**src/rtl/feature_loader_pkg.sv**
```systemverilog
// Shared widths, FSM encoding and slice helper for the feature loader.
package feature_loader_pkg;

   // Index counter width, never narrower than one bit.
   function automatic int unsigned idx_bits(input int unsigned feat_cnt);
      return (feat_cnt > 1) ? $clog2(feat_cnt) : 1;
   endfunction

   // Hold counter width, wide enough to hold the value hold_cycles.
   function automatic int unsigned hold_bits(input int unsigned hold_cycles);
      return $clog2(hold_cycles + 1);
   endfunction

   // Bit offset of feature i inside the packed vector.
   function automatic int unsigned feat_slice(input int unsigned i, input int unsigned feat_bits);
      return i * feat_bits;
   endfunction

   localparam int unsigned FEAT_CNT_DFLT    = 4;
   localparam int unsigned FEAT_BITS_DFLT   = 4;
   localparam int unsigned HOLD_CYCLES_DFLT = 8;
   localparam int unsigned IDX_BITS         = idx_bits(FEAT_CNT_DFLT);
   localparam int unsigned HOLD_BITS        = hold_bits(HOLD_CYCLES_DFLT);

   typedef enum logic {
      FILL = 1'b0,
      FULL = 1'b1
   } state_e;

endpackage

```
**src/rtl/feature_loader_seq_if.sv**
```systemverilog
// Feature beat stream: one quantised feature per accepted beat.
interface feature_loader_seq_if #(
   parameter int unsigned FEAT_BITS = 4
) ();
   logic                 in_valid;
   logic                 in_ready;
   logic [FEAT_BITS-1:0] in_feat;

   modport master (output in_valid, output in_feat, input in_ready);
   modport slave  (input in_valid, input in_feat, output in_ready);
endinterface

```
**src/rtl/hold_timer.sv**
```systemverilog
// Hold down-counter: counts core cycles after the restart pulse is released,
// then emits a one-cycle expire pulse.
module hold_timer #(
   parameter int unsigned HOLD_CYCLES = 8,
   parameter int unsigned HOLD_BITS   = 4
) (
   input  logic clk,
   input  logic rst,
   input  logic load,
   output logic busy,
   output logic expire
);

   logic [HOLD_BITS-1:0] hold_cnt;
   logic                 skip;

   // Load on commit; the cycle the restart pulse is high does not count.
   always_ff @(posedge clk or posedge rst) begin
      if (rst) begin
         hold_cnt <= '0;
         skip     <= 1'b0;
         busy     <= 1'b0;
         expire   <= 1'b0;
      end else begin
         skip   <= load;
         expire <= 1'b0;
         if (load) begin
            hold_cnt <= HOLD_BITS'(HOLD_CYCLES);
            busy     <= 1'b1;
         end else if ((hold_cnt != '0) && !skip) begin
            hold_cnt <= hold_cnt - HOLD_BITS'(1);
            if (hold_cnt == HOLD_BITS'(1)) begin
               busy   <= 1'b0;
               expire <= 1'b1;
            end
         end
      end
   end

endmodule

```
**src/rtl/feature_loader_seq.sv**
```systemverilog
// Double-buffered feature loader in front of the sequential BNN core.
module feature_loader_seq
   import feature_loader_pkg::*;
#(
   parameter int unsigned FEAT_CNT    = 4,
   parameter int unsigned FEAT_BITS   = 4,
   parameter int unsigned HOLD_CYCLES = 8
) (
   input  logic                          clk,
   input  logic                          rst,
   input  logic                          flush,
   feature_loader_seq_if.slave           s_in,
   output logic [FEAT_CNT*FEAT_BITS-1:0] features,
   output logic                          features_valid,
   output logic                          core_rst,
   output logic                          result_valid,
   output logic                          busy
);

   localparam int unsigned IDX_W  = idx_bits(FEAT_CNT);
   localparam int unsigned HOLD_W = hold_bits(HOLD_CYCLES);
   localparam int unsigned VEC_W  = FEAT_CNT * FEAT_BITS;
   localparam logic [IDX_W-1:0] IDX_LAST = IDX_W'(FEAT_CNT - 1);

   state_e             state;
   logic [IDX_W-1:0]   idx;
   logic [VEC_W-1:0]   shadow;
   logic               in_ready_q;
   logic               accept_c;
   logic               commit_c;

   assign s_in.in_ready = in_ready_q;

   // Flush wins over any beat accept or commit in the same cycle.
   assign accept_c = (state == FILL) && s_in.in_valid && in_ready_q && !flush;
   assign commit_c = (state == FULL) && !busy && !flush;

   // Shadow fill, commit to the output register and restart pulse.
   always_ff @(posedge clk or posedge rst) begin
      if (rst) begin
         state          <= FILL;
         idx            <= '0;
         shadow         <= '0;
         in_ready_q     <= 1'b1;
         features       <= '0;
         features_valid <= 1'b0;
         core_rst       <= 1'b0;
      end else begin
         core_rst <= 1'b0;
         if (flush) begin
            idx        <= '0;
            shadow     <= '0;
            state      <= FILL;
            in_ready_q <= 1'b1;
         end else begin
            case (state)
               FILL: begin
                  if (accept_c) begin
                     shadow[feat_slice(32'(idx), FEAT_BITS) +: FEAT_BITS] <= s_in.in_feat;
                     if (idx == IDX_LAST) begin
                        idx        <= '0;
                        state      <= FULL;
                        in_ready_q <= 1'b0;
                     end else begin
                        idx <= idx + IDX_W'(1);
                     end
                  end
               end
               FULL: begin
                  if (commit_c) begin
                     features       <= shadow;
                     features_valid <= 1'b1;
                     core_rst       <= 1'b1;
                     state          <= FILL;
                     in_ready_q     <= 1'b1;
                  end
               end
               default: state <= FILL;
            endcase
         end
      end
   end

   // Prediction-valid timer started by each commit.
   hold_timer #(
      .HOLD_CYCLES (HOLD_CYCLES),
      .HOLD_BITS   (HOLD_W)
   ) u_hold_timer (
      .clk    (clk),
      .rst    (rst),
      .load   (commit_c),
      .busy   (busy),
      .expire (result_valid)
   );

endmodule
```
**src/flat_wrapper.sv**
```systemverilog
// flat-port wrapper written by rule: the top's interface ports become plain ports
module feature_loader_seq_flat import feature_loader_pkg::*;
#(
   parameter int unsigned FEAT_CNT    = 4,
   parameter int unsigned FEAT_BITS   = 4,
   parameter int unsigned HOLD_CYCLES = 8
)
  (clk, rst, flush, features, features_valid, core_rst, result_valid, busy, s_in_in_valid, s_in_in_feat, s_in_in_ready);
  feature_loader_seq_if #(.FEAT_BITS(FEAT_BITS)) s_in_i ();
  input  logic clk;
  input  logic rst;
  input  logic flush;
  output logic [FEAT_CNT*FEAT_BITS-1:0] features;
  output logic features_valid;
  output logic core_rst;
  output logic result_valid;
  output logic busy;
  input wire logic [$bits(s_in_i.in_valid)-1:0] s_in_in_valid;
  input wire logic [$bits(s_in_i.in_feat)-1:0] s_in_in_feat;
  output wire logic [$bits(s_in_i.in_ready)-1:0] s_in_in_ready;
  assign s_in_i.in_valid = s_in_in_valid;
  assign s_in_i.in_feat = s_in_in_feat;
  assign s_in_in_ready = s_in_i.in_ready;
  feature_loader_seq #(.FEAT_CNT(FEAT_CNT), .FEAT_BITS(FEAT_BITS), .HOLD_CYCLES(HOLD_CYCLES)) u_core (.clk(clk), .rst(rst), .flush(flush), .s_in(s_in_i), .features(features), .features_valid(features_valid), .core_rst(core_rst), .result_valid(result_valid), .busy(busy));
endmodule
```
**config.mk**
```make
export PLATFORM = sky130hd
export DESIGN_NAME = feature_loader_seq_flat
export DESIGN_NICKNAME = d
export VERILOG_FILES = /design/src/rtl/feature_loader_pkg.sv /design/src/rtl/feature_loader_seq_if.sv /design/src/rtl/hold_timer.sv /design/src/rtl/feature_loader_seq.sv /design/src/flat_wrapper.sv
export SDC_FILE = /design/constraint.sdc
export NUM_CORES = 1
export LEC_CHECK = 0
export CAP_MARGIN = 40
export CORE_MARGIN = 1
export CORE_UTILIZATION = 50
export DETAILED_ROUTE_END_ITERATION = 10
export PLACE_DENSITY = 0.76
export SYNTH_ARGS = -nofsm -noshare
export SYNTH_HDL_FRONTEND = slang
export SYNTH_SLANG_ARGS = --single-unit
```
**constraint.sdc**
```tcl
create_clock -name clk -period 2.1 [get_ports clk]
set_clock_uncertainty 0.1 [all_clocks]
set_input_delay 0.42 -clock clk [delete_from_list [all_inputs] [get_ports clk]]
set_output_delay 0.42 -clock clk [all_outputs]
set_load 0.01 [all_outputs]
```
==> results of run 1 <==
-- sequential cells by signal, summed over array words and instances (netlist names) --
register and count:
u_core.u_hold_timer.skip 1, u_core.state 1, u_core.u_hold_timer.hold_cnt 4, u_core.features 16, u_core.features_valid 1, u_core.core_rst 1, u_core.idx 2, u_core.u_hold_timer.busy 1
u_core.u_hold_timer.expire 1, u_core.s_in.in_ready 1, u_core.shadow 16
-- where the power goes --
part | internal [mW] | leakage (nW) | total, mW | switching, mW
clock network | 0.357 | 0.0554 | 0.638 | 0.281
logic | 0.168 | 0.539 | 0.359 | 0.191
registers | 0.933 | 0.614 | 0.990 | 0.0570
total | 1.46 | 1.21 | 1.99 | 0.529
-- logic make-up after synthesis --
kind of cell	after synthesis	share of synthesized area, %
simple gates	92	21.9
flops	45	55.5
compound gates	23	8.44
buf+inv	17	4.93
fa+ha+maj	9	5.54
mux	7	3.69
-- path summary, 6_finish.rpt --
check                                                     to                         startpoint  slack [ns]
setup reg to reg                u_core.shadow[5]$_DFFE_PP0P_          u_core.idx[1]$_DFFE_PP0P_        0.21
hold reg to reg            u_core.features_valid$_DFFE_PP0P_  u_core.features_valid$_DFFE_PP0P_        0.37
setup / recovery                               s_in_in_ready   u_core.s_in.in_ready$_DFFE_PP1P_        0.18
min in group clk           u_core.features_valid$_DFFE_PP0P_  u_core.features_valid$_DFFE_PP0P_        0.37
hold / removal                u_core.features[4]$_DFFE_PP0P_                                rst        0.35
max in group asynchronous   u_core.s_in.in_ready$_DFFE_PP1P_                                rst        1.27
-- synthesized netlist by cell type (all sizes together) --
cell / n
a21o: 1
a21oi: 9
a22oi: 1
a32o: 8
and3b: 2
and4: 1
and4b: 1
buf: 7
clkinv: 1
dfrtp: 44
dfstp: 1
ha: 9
inv: 9
mux2: 4
mux2i: 3
nand2: 54
nand3: 9
nand4b: 2
nor2: 13
nor2b: 1
nor3b: 1
nor4: 1
nor4b: 1
o21ai: 4
or2b: 1
or3: 2
or3b: 2
or4: 1
-- metrics by stage --
step	total power, mW	hold WS, ns	util, %
floorplan	1.25	0.333	-
global placement	1.35	0.350	62.6
detailed placement	1.37	0.360	62.6
CTS	2.01	0.359	65.5
global route	2.10	0.403	65.5
finish	1.99	0.350	65.5
-- final cells by class --
cell class	count	area (µm²)
Sequential cell	45	1130
Multi-Input combinational cell	131	805
Clock buffer	6	72.6
Fill cell	290	1300
Inverter	10	37.5
Tap cell	48	60.1
Timing Repair Buffer	33	330
Clock inverter	2	38.8
-- per-layer routing --
| metal | GRT usage [%] | share of wire (%) |
|---|---|---|
| met5 | 0 | 0 |
| met4 | 6.52 | 1.3 |
| met3 | 5.21 | 4.4 |
| met2 | 32.7 | 48 |
| met1 | 27.1 | 46 |
==> summary.txt, run 1 <==
Floorplanning
  – Die W: 65.8 µm
  – Initial Util: 53.9%
  – IO Pins: 29
  – Die Y: 65.8 µm
  – Num rows: 22
  – Core area: 3770 µm²
  – Die Footprint: 4320 µm²

Worst setup path
  – Crit. End Element: output pin
  – Startpoint Class: flip-flop
  – Crit-path max FO: 6
  – Worst r2r path cells: 5
  – WP depth: 1
  – CP Cell Sequence: clkdlybuf4s50_1
  – Worst Path Buf+Inv: 1
  – WS Path Type: reg2out
  – Delay-heaviest family, CP: flip-flops
  – CP max stage delay: 0.57 ns
  – Slowest cell on the critical path: dfstp_2
  – WP data required: 1.58 ns
  – CP arrival: 1.40 ns

Outcome
  – Status: finished clean

GRT
  – Global route overflow: 0
  – Vias in the first global route: 1386
  – GRT Total Usage: 20.4%
  – Initial antenna violation count: 0
  – First-pass GRT wire length: 6560 µm
  – Pin count of the biggest net entering global routing: 46

Synth
  – Register area share after synthesis: 55.5%
  – Synth warn: 0
  – Cells after synthesis: 193
  – Yosys reg bits: 45
  – Cell Area, Synth: 2030 µm²
  – Cell taking the most area after synthesis: dfrtp_1
  – Synth top area cells: dfrtp_1 54%, nand2_1 10%, ha_1 5.5%
  – Syn Nets: 210
  – Post-synth top area share: 54.2%
  – Mean Syn Cell Area: 10.5 µm²
  – Synth unique cells: 34

Timing
  – RSZ-0062 raised after global routing: false
  – Fin. max-slew vios: 0
  – Final period util: 91.6%
  – Fin crit period: 1.92 ns
  – Final hold vios: 0
  – Slew @ Worst Pin: 0.411 ns
  – Max-slew headroom: 72.5%
  – Final setup margin: 0.177 ns
  – Fmax: 520 MHz
  – Setup TNS: 0 ns
  – Final Setup Violations: 0

Route
  – Via density per instance: 5.24
  – Drt total wl: 3710 µm
  – 1st-iter DRT viols: 69
  – 1st-pass router iterations: 4
  – Residual DRC: 0
  – Via count: 1441
  – WL per Instance: 13.5 µm
  – Post-route ant nets: 0

Clock network
  – CTS hold repair buffers: 0
  – Post-CTS Resized: 0
  – Postcts setup bufs: 0
  – Sinks on the clock net: 45
  – Root buf cell: clkbuf_8
  – CTS tree: yes
  – Clk_lat worst skew: 0.30 ns
  – Clock Pin Slew Worst Setup and Hold Paths: 0.08 ns
  – CTS buffer count: 5
  – Max clock buf depth: 2
  – H-tree levels: 2

Finish
  – Ant diodes: 0
  – Commonest non-fill, non-tap cells in the layout: 54 x nand2_1, 44 x dfrtp_1, 28 x clkdlybuf4s50_1
  – Share of cells above drive strength 1: 11.0%
  – Final nets: 243
  – Area delta synth->final: 21.6%
  – Design Area, Final: 2470 µm²
  – Fin cells: 275
  – Commonest non-fill, non-tap cell in the layout: nand2_1

Placed design
  – Dpl cells: 267
  – GPL Wtd Cong: 0.791
  – Placed Area: 2360 µm²
  – Number of port buffers: 28
  – HPWL after DPL: 2630 µm
  – Pre-CTS setup slack: 0.0177 ns

Power and ir drop
  – Max VDD drop: 0.000511 V
  – Leak: 1.21 nW
  – Power Density: 804 nW/µm²

Worst hold path
  – Min-delay worst type: in2async

Flow run
  – Max Cap Viol: 0
No activity file was read; power rests on OpenSTA's default activity.
==> inputs of run 2 (changes only) <==
SLEW_MARGIN = 10   (was unset)
==> results of run 2 <==
Same layout as run 1: the final DEF is identical, and so are final timing and power.
==> inputs of run 3 (changes only) <==
SKIP_CTS_REPAIR_TIMING = 1   (was unset)
==> results of run 3 <==
Same layout as run 1: the final DEF is identical, and so are final timing and power.
